**src/rtl/game_session_ctrl.sv**
```systemverilog
// Deadline game round controller: FSM, N_HW homework pickups + gold, countdown timer, win/lose.
// State advances only on frame_tick; outputs registered, 1-cycle latency from the sampled frame.
module game_session_ctrl #(
  parameter int N_HW       = 3,
  parameter int X_W        = 11,
  parameter int Y_W        = 10,
  parameter int SPR_W      = 32,
  parameter int TIME_SEC   = 60,
  parameter int TICKS_SEC  = 60,
  parameter int GOLD_BONUS = 5
) (
  input  logic                clk,
  input  logic                rst,
  input  logic                frame_tick,
  input  logic                start,
  input  logic                pause,
  input  logic [2:0]          diff,
  input  logic [X_W-1:0]      player_x,
  input  logic [Y_W-1:0]      player_y,
  input  logic [N_HW*X_W-1:0] item_x,
  input  logic [N_HW*Y_W-1:0] item_y,
  input  logic [X_W-1:0]      gold_x,
  input  logic [Y_W-1:0]      gold_y,
  output logic [2:0]          state,
  output logic [N_HW-1:0]     collected,
  output logic                gold_taken,
  output logic [3:0]          score,
  output logic [7:0]          time_bcd,
  output logic [1:0]          warn,
  output logic                win,
  output logic                lose
);

  localparam logic [2:0] S_IDLE  = 3'd0;
  localparam logic [2:0] S_PLAY  = 3'd1;
  localparam logic [2:0] S_PAUSE = 3'd2;
  localparam logic [2:0] S_WIN   = 3'd3;
  localparam logic [2:0] S_LOSE  = 3'd4;

  localparam int XE = X_W + 1;
  localparam int YE = Y_W + 1;
  localparam int TW = $clog2(TICKS_SEC + 1);
  localparam logic [XE-1:0] SPR_X    = XE'(SPR_W);
  localparam logic [YE-1:0] SPR_Y    = YE'(SPR_W);
  localparam logic [TW-1:0] TICK_MAX = TW'(TICKS_SEC - 1);
  localparam logic [7:0]    BONUS8   = 8'(GOLD_BONUS);
  localparam logic [7:0]    TS8      = 8'(TIME_SEC);

  logic          start_q, pause_q;
  logic [TW-1:0] tick_cnt;
  logic [6:0]    time_bin;

  logic          start_rise, pause_rise;
  logic [N_HW-1:0] hit_vec;
  logic          gold_hit;
  logic [2:0]    nxt_state;
  logic [N_HW-1:0] nxt_coll;
  logic          nxt_gold;
  logic [TW-1:0] nxt_tick;
  logic [6:0]    nxt_time;
  logic          bonus, wrap;
  logic [7:0]    sum;

  // Sums are widened one bit so sprites near the far edge cannot wrap into a false hit
  function automatic logic overlap(input logic [X_W-1:0] px, input logic [X_W-1:0] ix,
                                   input logic [Y_W-1:0] py, input logic [Y_W-1:0] iy);
    logic [XE-1:0] pxe, ixe;
    logic [YE-1:0] pye, iye;
    pxe = {1'b0, px};
    ixe = {1'b0, ix};
    pye = {1'b0, py};
    iye = {1'b0, iy};
    return (pxe < ixe + SPR_X) && (ixe < pxe + SPR_X) &&
           (pye < iye + SPR_Y) && (iye < pye + SPR_Y);
  endfunction

  function automatic logic [6:0] load_time(input logic [2:0] d);
    logic [7:0] d10;
    logic [7:0] t;
    d10 = {2'b0, d, 3'b0} + {4'b0, d, 1'b0};
    if (TS8 >= d10 + 8'd10) t = TS8 - d10;
    else                    t = 8'd10;
    return t[6:0];
  endfunction

  function automatic logic [7:0] to_bcd(input logic [6:0] v);
    logic [3:0] tens;
    logic [6:0] r;
    tens = 4'd0;
    r    = v;
    for (int k = 0; k < 9; k++) begin
      if (r >= 7'd10) begin
        r    = r - 7'd10;
        tens = tens + 4'd1;
      end
    end
    return {tens, r[3:0]};
  endfunction

  function automatic logic [3:0] popcount(input logic [N_HW-1:0] v);
    logic [3:0] c;
    c = 4'd0;
    for (int k = 0; k < N_HW; k++) c = c + {3'b0, v[k]};
    return c;
  endfunction

  assign start_rise = start & ~start_q;
  assign pause_rise = pause & ~pause_q;

  always_comb begin
    hit_vec = '0;
    for (int i = 0; i < N_HW; i++) begin
      hit_vec[i] = overlap(player_x, item_x[i*X_W +: X_W], player_y, item_y[i*Y_W +: Y_W]);
    end
    gold_hit = overlap(player_x, gold_x, player_y, gold_y);
  end

  always_comb begin
    nxt_state = state;
    nxt_coll  = collected;
    nxt_gold  = gold_taken;
    nxt_tick  = tick_cnt;
    nxt_time  = time_bin;
    bonus     = 1'b0;
    wrap      = 1'b0;
    sum       = 8'd0;
    if (start_rise) begin
      nxt_state = S_PLAY;
      nxt_coll  = '0;
      nxt_gold  = 1'b0;
      nxt_tick  = '0;
      nxt_time  = load_time(diff);
    end else begin
      case (state)
        S_PLAY: begin
          if (pause_rise) begin
            nxt_state = S_PAUSE;
          end else begin
            nxt_coll = collected | hit_vec;
            bonus    = gold_hit & ~gold_taken;
            if (bonus) nxt_gold = 1'b1;
            wrap     = (tick_cnt == TICK_MAX);
            nxt_tick = wrap ? '0 : tick_cnt + TW'(1);
            // Bonus and decrement in the same frame both apply; saturate afterwards
            sum = {1'b0, time_bin} + (bonus ? BONUS8 : 8'd0);
            if (wrap) sum = sum - 8'd1;
            if (sum > 8'd99) sum = 8'd99;
            nxt_time = sum[6:0];
            if (&nxt_coll)             nxt_state = S_WIN;
            else if (nxt_time == 7'd0) nxt_state = S_LOSE;
          end
        end
        S_PAUSE: begin
          if (pause_rise) nxt_state = S_PLAY;
        end
        default: ;
      endcase
    end
  end

  always_ff @(posedge clk) begin
    if (!rst) begin
      start_q    <= 1'b0;
      pause_q    <= 1'b0;
      state      <= S_IDLE;
      collected  <= '0;
      gold_taken <= 1'b0;
      tick_cnt   <= '0;
      time_bin   <= 7'd0;
      time_bcd   <= 8'h00;
      score      <= 4'd0;
    end else if (frame_tick) begin
      start_q    <= start;
      pause_q    <= pause;
      state      <= nxt_state;
      collected  <= nxt_coll;
      gold_taken <= nxt_gold;
      tick_cnt   <= nxt_tick;
      time_bin   <= nxt_time;
      time_bcd   <= to_bcd(nxt_time);
      score      <= popcount(nxt_coll);
    end
  end

  always_comb begin
    warn = 2'b00;
    if (state == S_PLAY || state == S_PAUSE) begin
      if (time_bin <= 7'd10)      warn = 2'b10;
      else if (time_bin <= 7'd20) warn = 2'b01;
    end
  end

  assign win  = (state == S_WIN);
  assign lose = (state == S_LOSE);

endmodule

```
**config.mk**
```make
export PLATFORM = sky130hd
export DESIGN_NAME = game_session_ctrl
export DESIGN_NICKNAME = d
export VERILOG_FILES = /design/src/rtl/game_session_ctrl.sv
export SDC_FILE = /design/constraint.sdc
export NUM_CORES = 1
export LEC_CHECK = 0
export CORE_MARGIN = 3
export CORE_UTILIZATION = 50
export CTS_CLUSTER_DIAMETER = 40
export DETAILED_ROUTE_END_ITERATION = 10
export PLACE_DENSITY = 0.76
export SLEW_MARGIN = 20
export SYNTH_ARGS = -nofsm -noshare
export SYNTH_HDL_FRONTEND = slang
export SYNTH_SLANG_ARGS = --single-unit
```
**constraint.sdc**
```tcl
create_clock -name clk -period 26.5 [get_ports clk]
set_input_delay 5.3 -clock clk [delete_from_list [all_inputs] [get_ports clk]]
set_output_delay 5.3 -clock clk [all_outputs]
set_load 0.02 [all_outputs]
```
==> results of run 1 <==
## layer usage
metal | GRT usage, % | up-vias | part of all wire [%]
met5 | 0 | - | 0
met4 | 4.18 | 0 | 1.7
met3 | 3.83 | 47 | 6.9
met2 | 39.2 | 331 | 45
met1 | 32.9 | 4163 | 47
li1 | - | 4605 | -
## per-stage QoR
stage          worst slack [ns]  hold WS [ns]
2_1_floorplan              5.74         0.454
3_3_place_gp               3.61         0.467
3_5_place_dp               2.94         0.464
4_1_cts                    3.20         0.479
5_1_grt                    1.54         0.507
6_report                   2.97         0.478
## worst max path at each step
stage | slack (ns) | to | start
after CTS | 3.20 | time_bcd[2] | player_x[1]
after global placement | 3.61 | time_bcd[2] | player_x[1]
final | 2.97 | time_bcd[2] | player_x[1]
after floorplan | 5.74 | time_bcd[2] | player_x[1]
after global routing | 1.54 | time_bcd[2] | player_x[1]
after detailed placement | 2.94 | time_bcd[2] | player_x[1]
## Yosys cell counts, types with 5 or more instances
| library cell | n | area (um2) |
|---|---|---|
| nand3_1 | 50 | 250 |
| mux2i_1 | 22 | 220 |
| buf_2 | 7 | 35.0 |
| nand2_1 | 63 | 236 |
| nor2b_1 | 44 | 275 |
| maj3_1 | 12 | 120 |
| nand4b_1 | 6 | 52.6 |
| clkbuf_1 | 13 | 48.8 |
| a21oi_1 | 87 | 435 |
| o21ai_1 | 7 | 35.0 |
| buf_4 | 5 | 37.5 |
| or3_1 | 6 | 37.5 |
| o31a_1 | 5 | 43.8 |
| o22ai_1 | 11 | 68.8 |
| mux2_2 | 9 | 101 |
| nor2_1 | 79 | 297 |
| a31oi_1 | 16 | 100 |
| a21o_1 | 30 | 225 |
| xor2_1 | 34 | 298 |
| inv_1 | 71 | 267 |
| and3_1 | 20 | 125 |
| a211o_1 | 7 | 61.3 |
| nand4_1 | 16 | 100 |
| xnor2_1 | 41 | 359 |
| nor3_1 | 13 | 65.1 |
| nand2b_1 | 59 | 369 |
| o211ai_1 | 8 | 60.1 |
| dfxtp_1 | 31 | 621 |
| and2_1 | 14 | 87.6 |
| ha_1 | 169 | 2110 |
| a211oi_1 | 11 | 82.6 |
| o21ai_0 | 63 | 315 |
## kinds of logic (layout without fill, tap and decap cells)
group	after synthesis	count (layout)
flip-flops	31	31
other	1	2
adder cells (fa/ha/maj)	182	182
AND/OR/NAND/NOR	413	413
multiplexers	36	36
buffers and inverters	104	217
XOR/XNOR	78	78
AO/OA/AOI/OAI	339	339
## flip-flops by register name (all words and copies together) (netlist names)
signal / cells
collected: 3
gold_taken: 1
pause_q: 1
score: 2
start_q: 1
state: 3
tick_cnt: 6
time_bcd: 8
time_bin: 6
## layout by cell type (no fill, tap or decap), types with 30 or more instances in the layout
cell,n
a21o_1,30
a21oi_1,87
clkdlybuf4s50_1,133
dfxtp_1,31
ha_1,169
inv_1,71
nand2_1,63
nand2b_1,59
nand3_1,50
nor2_1,79
nor2b_1,44
o21ai_0,63
xnor2_1,41
xor2_1,34
## worst min-delay path: cells and delay by family, from the launching register on
family / cells / cell delay [ns]
AO/OA/AOI/OAI: 1 / 0.07
AND/OR/NAND/NOR: 1 / 0.05
flip-flops: 1 / 0.30
## area by class of cell
class | count | area (um2) | area share [%]
clock buffer | 6 | 139 | 1.29
timing repair buffer | 136 | 1350 | 12.6
inverter | 73 | 277 | 2.57
clock inverter | 2 | 35.0 | 0.325
tap | 225 | 282 | 2.62
sequential | 31 | 621 | 5.77
multi-input combinational | 1050 | 8060 | 74.9
==> results.py, run 1 <==
metrics = {
    "floorplan": {
        "core-area_mm2": 0.0176,
        "rows": 48,
        "die_height_um": 141,
        "dieArea_mm2": 0.0199,
        "num_io_pins": 136,
        "start_util_pct": 51.9,
        "dieWidth_um": 141,
    },
    "critical_path": {
        "path_buf_inv": 10,
        "cp-start-kind": "input pin",
        "setup.worst_path.class": "in -> reg",
        "crit_slowest_cell": "clkdlybuf4s50_1",
        "cpPeakStageDelay_ns": 0.56,
        "r2r_cells": 71,
        "r2r-end": "time_bcd[2]",
        "rrSetupSlack_ns": 11.08,
        "path_common_cell": "ha_1",
        "path_delay_family": "compound AO/OA/AOI/OAI gates",
        "end_kind": "flip-flop",
        "worst_ep_required_time_ns": 26.72,
        "reg2reg_from": "gold_taken",
        "cp_max_fo": 10,
        "crit_cells": 87,
        "critPathArrivalTime_ns": 23.75,
    },
    "timing": {
        "finalHoldViolations": 0,
        "tightestPinTransition_ns": 0.884,
        "setup_viol": 0,
        "skew_ns": 0.00464,
        "maxSlewHeadroom_pct": 39.6,
        "fmax_ghz": 0.0425,
        "finalCritPeriodShare_pct": 88.8,
        "fin_setup_tns_ns": 0,
        "rsz0062_at_grt": "false",
        "drv_slew": 0,
        "post-route-min-period_ns": 23.53,
    },
    "clock_tree": {
        "clkTransAtPathRegs_ns": 0.05,
        "ctsHtreeMaxLevel": 2,
        "ctsHoldBuffers": 0,
        "cts_sinks": 31,
        "cts_setup_buffers": 0,
        "ctsRootBufferMaster": "clkbuf_16",
        "cts_inserted_buffers": 5,
        "cts_resized": 0,
        "clk_path_buf_depth": 2,
        "cts_tree": "yes",
        "insertion_delay_ns": 0.28,
    },
    "worst_hold_path": {
        "min_from": "time_bcd[6]",
        "holdCritPathClass": "reg -> reg",
        "min_path_cells": 2,
        "worstHoldEndpoint": "time_bcd[6]",
    },
    "routing": {
        "drt-initial-drc-count": 703,
        "wl_per_cell_um": 15.7,
        "drt_wl_total_um": 24000,
        "via_per_inst": 6.01,
        "drc": 0,
        "vias": 9146,
        "final_antenna_net_count": 0,
        "firstDrtPassIters": 5,
    },
    "synthesis": {
        "syn_area_per_cell_um2": 7.71,
        "synth.distinct_cells": 113,
        "ys_warn_count": 0,
        "ys.flop_type": "dfxtp_1",
        "synth_top_family_by_area": "compound AO/OA/AOI/OAI gates",
        "synth_mux_area_share_pct": 4.33,
        "ys_seq_area_share_pct": 6.80,
        "netlist_instances": 1184,
        "synth_edf_count": 0,
        "synthAdderAreaFrac_pct": 24.7,
        "synth-xor-area-share_pct": 7.73,
        "ys_ff_latch": 31,
        "synth_simple_gate_area_share_pct": 25.0,
        "synth_compound_area_share_pct": 26.5,
        "ys_async_sr_fraction_pct": 0,
        "synth_area_mm2": 0.00913,
    },
    "finish": {
        "n_fill_cell": 1594,
        "area_delta_synth_final_pct": 17.9,
        "design_area_mm2": 0.0108,
        "instances_no_fill": 1523,
        "drive_gt1_share_pct": 5.24,
        "antenna-diode-count": 0,
        "fin_nets": 1580,
        "finish.utilization_pct": 61.2,
    },
    "placed_design": {
        "place_inst": 1515,
        "dpl-instance-area_mm2": 0.0106,
        "place_congestion": 0.947,
        "dpl.hpwl_um": 19900,
        "port_buffers": 133,
    },
    "grt": {
        "grt_usage_pct": 23.7,
        "overflow": 0,
        "grt_pass1_vias": 8819,
        "antenna_found_initial": 0,
        "grt_max_degree": 37,
        "grt_pass1_wl_um": 40500,
    },
    "outcome": {
        "status": "finished, final reports clean",
    },
    "run": {
        "maxCapViolCount": 0,
    },
}
Power of run 1 is left out: the tool's default activity adds up to more than one toggle a clock period on the data nets, which glitch-free logic cannot reach.
==> inputs of run 2 (changes only) <==
--- a/config.mk
+++ b/config.mk
@@ -6,11 +6,10 @@
 export NUM_CORES = 1
 export LEC_CHECK = 0
 export CORE_MARGIN = 3
-export CORE_UTILIZATION = 50
+export CORE_UTILIZATION = 57
 export CTS_CLUSTER_DIAMETER = 40
 export DETAILED_ROUTE_END_ITERATION = 10
-export PLACE_DENSITY = 0.76
-export SLEW_MARGIN = 20
+export PLACE_DENSITY = 0.84
 export SYNTH_ARGS = -nofsm -noshare
 export SYNTH_HDL_FRONTEND = slang
 export SYNTH_SLANG_ARGS = --single-unit
==> results.py, run 2 (synthesis gave the netlist of run 1 again) <==
metrics = {
    "grt": {
        "antenna_found_initial": 0,
        "grt_usage_pct": 26.1,
        "grt_pass1_wl_um": 40200,
        "grt_pass1_vias": 8758,
        "grt_max_degree": 37,
        "overflow": 0,
    },
    "timing": {
        "rsz0062_at_grt": "false",
        "maxSlewHeadroom_pct": 33.1,
        "setup_viol": 0,
        "fin_setup_tns_ns": 0,
        "finalCritPeriodShare_pct": 89.3,
        "finalHoldViolations": 0,
        "fmax_ghz": 0.0423,
        "skew_ns": 0.00347,
        "tightestPinTransition_ns": 0.975,
        "drv_slew": 0,
        "post-route-min-period_ns": 23.66,
    },
    "critical_path": {
        "setup.worst_path.class": "in -> reg",
        "path_common_cell": "ha_1",
        "worst_ep_required_time_ns": 26.71,
        "critPathArrivalTime_ns": 23.87,
        "end_kind": "flip-flop",
        "cp-start-kind": "input pin",
        "cpPeakStageDelay_ns": 0.57,
        "crit_slowest_cell": "clkdlybuf4s50_1",
        "cp_max_fo": 10,
    },
    "clock_tree": {
        "clkTransAtPathRegs_ns": 0.05,
        "cts_setup_buffers": 0,
        "ctsRootBufferMaster": "clkbuf_16",
        "cts_sinks": 31,
        "cts_tree": "yes",
        "cts_inserted_buffers": 5,
        "clk_path_buf_depth": 2,
        "cts_resized": 0,
        "insertion_delay_ns": 0.28,
        "ctsHtreeMaxLevel": 2,
        "ctsHoldBuffers": 0,
    },
    "routing": {
        "final_antenna_net_count": 0,
        "via_per_inst": 6.13,
        "drt-initial-drc-count": 467,
        "vias": 9240,
        "firstDrtPassIters": 5,
        "wl_per_cell_um": 15.9,
        "drt_wl_total_um": 24000,
        "drc": 0,
    },
    "placed_design": {
        "dpl.hpwl_um": 20200,
        "port_buffers": 133,
        "place_congestion": 0.996,
        "dpl-instance-area_mm2": 0.0106,
    },
    "finish": {
        "regMostFlops": "time_bcd",
        "largest_reg_flops": 8,
        "design_area_mm2": 0.0107,
        "final_cell_mix": "ha_1, clkdlybuf4s50_1, a21oi_1, nor2_1, inv_1",
        "antenna-diode-count": 0,
        "final_common_cell": "ha_1",
        "finish.utilization_pct": 69.6,
        "top_regs": "time_bcd (8), tick_cnt (6), time_bin (6)",
        "drive_gt1_share_pct": 5.09,
        "fin_nets": 1578,
        "area_delta_synth_final_pct": 17.6,
    },
    "floorplan": {
        "rows": 45,
        "dieWidth_um": 133,
        "dieArea_mm2": 0.0176,
        "die_height_um": 133,
        "start_util_pct": 59.2,
        "core-area_mm2": 0.0154,
        "num_io_pins": 136,
    },
    "run": {
        "maxCapViolCount": 0,
    },
    "worst_hold_path": {
        "holdCritPathClass": "reg -> reg",
    },
    "outcome": {
        "status": "finished, final reports clean",
    },
}
## run 2: cell count changes in the layout (fill, tap and decap cells not counted), sizes merged
cell | previous run | this run
buf | 3 | 1
## run 2: critical path, delay by kind of cell
family	cells	cell delay [ns]
and+or+nand+nor	28	4.58
AOI/OAI and AO/OA	26	5.72
xor gates and xnor gates	5	1.30
muxes	3	0.99
adders and majority gates	16	4.18
buffers and inverters	11	1.73
## run 2: layout make-up
class | instances | area [um2]
clock buffers | 6 | 139
clock inverters | 2 | 35.0
fillers | 1319 | 4700
inverters | 73 | 277
multi-input cells | 1050 | 8060
flip-flops and latches | 31 | 621
well taps | 211 | 264
repair buffers | 134 | 1340
## run 2: routing by layer
layer,GRT usage (%),part of all wire [%],vias up,routed length (um)
li1,-,-,4606,-
met1,34.1,45,4267,10700
met2,45.1,47,312,11200
met5,0,0,-,0
met4,5.31,1.9,0,464
met3,4.64,6.7,55,1600
## run 2: worst paths after layout
check / from / to / slack, ns / cells after the start
max: player_x[1] / time_bcd[2] / 2.84 / 89
min reg2reg: tick_cnt[1] / tick_cnt[1] / 0.48 / 2
max reg2reg: gold_taken / time_bcd[2] / 10.93 / 71
min: tick_cnt[1] / tick_cnt[1] / 0.48 / 2
## run 2: per-stage QoR
step	hold slack, ns	cells	setup slack, ns
after global routing	0.505	1507	1.11
after detailed placement	0.473	1499	2.83
after floorplan	0.454	1185	5.74
after CTS	0.482	1507	3.00
final	0.478	1507	2.84
after global placement	0.467	1499	3.52
Power of run 2 is left out for the same reason.
==> inputs of run 3 (changes only) <==
--- a/config.mk
+++ b/config.mk
@@ -5,11 +5,13 @@
 export SDC_FILE = /design/constraint.sdc
 export NUM_CORES = 1
 export LEC_CHECK = 0
-export CORE_MARGIN = 3
-export CORE_UTILIZATION = 57
+export CELL_PAD_IN_SITES_DETAIL_PLACEMENT = 1
+export CELL_PAD_IN_SITES_GLOBAL_PLACEMENT = 1
+export CORE_MARGIN = 1
+export CORE_UTILIZATION = 42
 export CTS_CLUSTER_DIAMETER = 40
 export DETAILED_ROUTE_END_ITERATION = 10
-export PLACE_DENSITY = 0.84
+export PLACE_DENSITY = 0.85
 export SYNTH_ARGS = -nofsm -noshare
 export SYNTH_HDL_FRONTEND = slang
 export SYNTH_SLANG_ARGS = --single-unit
==> results.py, run 3 (synthesis gave the netlist of run 1 again) <==
metrics = {
    "critical_path": {
        "path_common_cell": "ha_1",
        "end_kind": "flip-flop",
        "startpoint": "player_x[1]",
        "critPathArrivalTime_ns": 24.38,
        "crit_slowest_cell": "clkdlybuf4s50_1",
        "cp_max_fo": 10,
        "worst_ep_required_time_ns": 26.71,
        "cp-start-kind": "input pin",
        "setup.worst_path.class": "in -> reg",
        "reg2reg_from": "gold_taken",
        "r2r_cells": 71,
        "rrSetupSlack_ns": 10.56,
        "r2r-end": "time_bcd[2]",
        "cpPeakStageDelay_ns": 0.57,
        "crit_path_end": "time_bcd[2]",
    },
    "routing": {
        "via_per_inst": 6.01,
        "vias": 9448,
        "firstDrtPassIters": 5,
        "drt_wl_total_um": 28500,
        "wl_per_cell_um": 18.1,
        "drt-initial-drc-count": 490,
        "final_antenna_net_count": 0,
        "drc": 0,
    },
    "finish": {
        "area_delta_synth_final_pct": 18.5,
        "fin_nets": 1579,
        "drive_gt1_share_pct": 5.17,
        "antenna-diode-count": 0,
        "register_area_um2": 621,
        "final_cell_mix": "ha_1, clkdlybuf4s50_1, a21oi_1, nor2_1, inv_1",
        "regMostFlops": "time_bcd",
        "largest_reg_flops": 8,
        "multiInputGateArea_mm2": 0.00806,
        "final_common_cell": "ha_1",
        "top_regs": "time_bcd (8), tick_cnt (6), time_bin (6)",
        "n_fill_cell": 2622,
    },
    "grt": {
        "grt_pass1_vias": 9868,
        "grt_pass1_wl_um": 47300,
        "grt_usage_pct": 25.8,
        "grt_max_degree": 37,
        "overflow": 0,
        "antenna_found_initial": 0,
    },
    "clock_tree": {
        "insertion_delay_ns": 0.28,
        "cts_tree": "yes",
        "cts_resized": 0,
        "ctsHoldBuffers": 0,
        "cts_inserted_buffers": 5,
        "clk_path_buf_depth": 2,
        "ctsRootBufferMaster": "clkbuf_16",
        "clkTransAtPathRegs_ns": 0.06,
        "cts_setup_buffers": 0,
        "cts_sinks": 31,
        "ctsHtreeMaxLevel": 2,
    },
    "floorplan": {
        "dieWidth_um": 149,
        "die_height_um": 149,
        "start_util_pct": 43.1,
        "core-area_mm2": 0.0212,
        "num_io_pins": 136,
        "dieArea_mm2": 0.0223,
        "rows": 53,
    },
    "outcome": {
        "status": "finished, final reports clean",
    },
    "timing": {
        "finalHoldViolations": 0,
        "fin_setup_tns_ns": 0,
        "tightestPinTransition_ns": 1.13,
        "fmax_ghz": 0.0414,
        "finalCritPeriodShare_pct": 91.2,
        "skew_ns": 0.00824,
        "rsz0062_at_grt": "false",
        "maxSlewHeadroom_pct": 22.9,
        "drv_slew": 0,
        "setup_viol": 0,
        "post-route-min-period_ns": 24.17,
    },
    "placed_design": {
        "place_congestion": 0.924,
        "dpl.hpwl_um": 24000,
        "port_buffers": 133,
    },
    "run": {
        "maxCapViolCount": 0,
    },
    "worst_hold_path": {
        "holdCritPathClass": "reg -> reg",
    },
}
==> run 3: metrics by stage <==
stage          util, %  worst slack (ns)  instance area [um2]  instances  hold WS [ns]
2_1_floorplan        -              5.74                 9130       1185         0.454
3_3_place_gp      50.3              3.43                10600       1564         0.467
3_5_place_dp      50.3              2.37                10600       1564         0.476
6_report          51.1              2.33                10800       1572         0.482
5_1_grt           51.1             0.805                10800       1572         0.519
4_1_cts           51.1              2.56                10800       1572         0.486
==> run 3: layout make-up <==
class                           instances  area share (%)
Clock inverter                          2           0.324
Clock buffer                            6            1.28
Tap cell                              275            3.18
Sequential cell                        31            5.74
Timing Repair Buffer                  135            12.4
Multi-Input combinational cell       1050            74.5
Inverter                               73            2.56
==> run 3: routing by layer <==
| layer | up-vias | track usage [%] | part of all wire [%] |
|---|---|---|---|
| met5 | - | 0 | 0 |
| met4 | 0 | 5.26 | 1.6 |
| met3 | 42 | 3.45 | 4.8 |
| met2 | 246 | 46.3 | 48 |
| met1 | 4559 | 32.4 | 46 |
| li1 | 4601 | - | - |
==> run 3: critical path: cells and delay by family <==
kind / cells / cell delay [ns]
xor gates and xnor gates: 5 / 1.28
buffers and inverters: 11 / 1.75
adders and majority gates: 16 / 4.25
muxes: 3 / 0.99
and+or+nand+nor: 28 / 4.78
AOI/OAI and AO/OA: 26 / 6.01
==> run 3: worst min-delay path by stage <==
| stage | from | end | slack, ns | cells past startpoint |
|---|---|---|---|---|
| global placement | time_bcd[6] | time_bcd[6] | 0.47 | 2 |
| finish | time_bcd[6] | time_bcd[6] | 0.48 | 2 |
| floorplan | tick_cnt[1] | tick_cnt[1] | 0.45 | 2 |
| CTS | time_bcd[6] | time_bcd[6] | 0.49 | 2 |
| detailed placement | time_bcd[6] | time_bcd[6] | 0.48 | 2 |
| global route | time_bcd[6] | time_bcd[6] | 0.52 | 2 |
Power of run 3 is left out for the same reason.
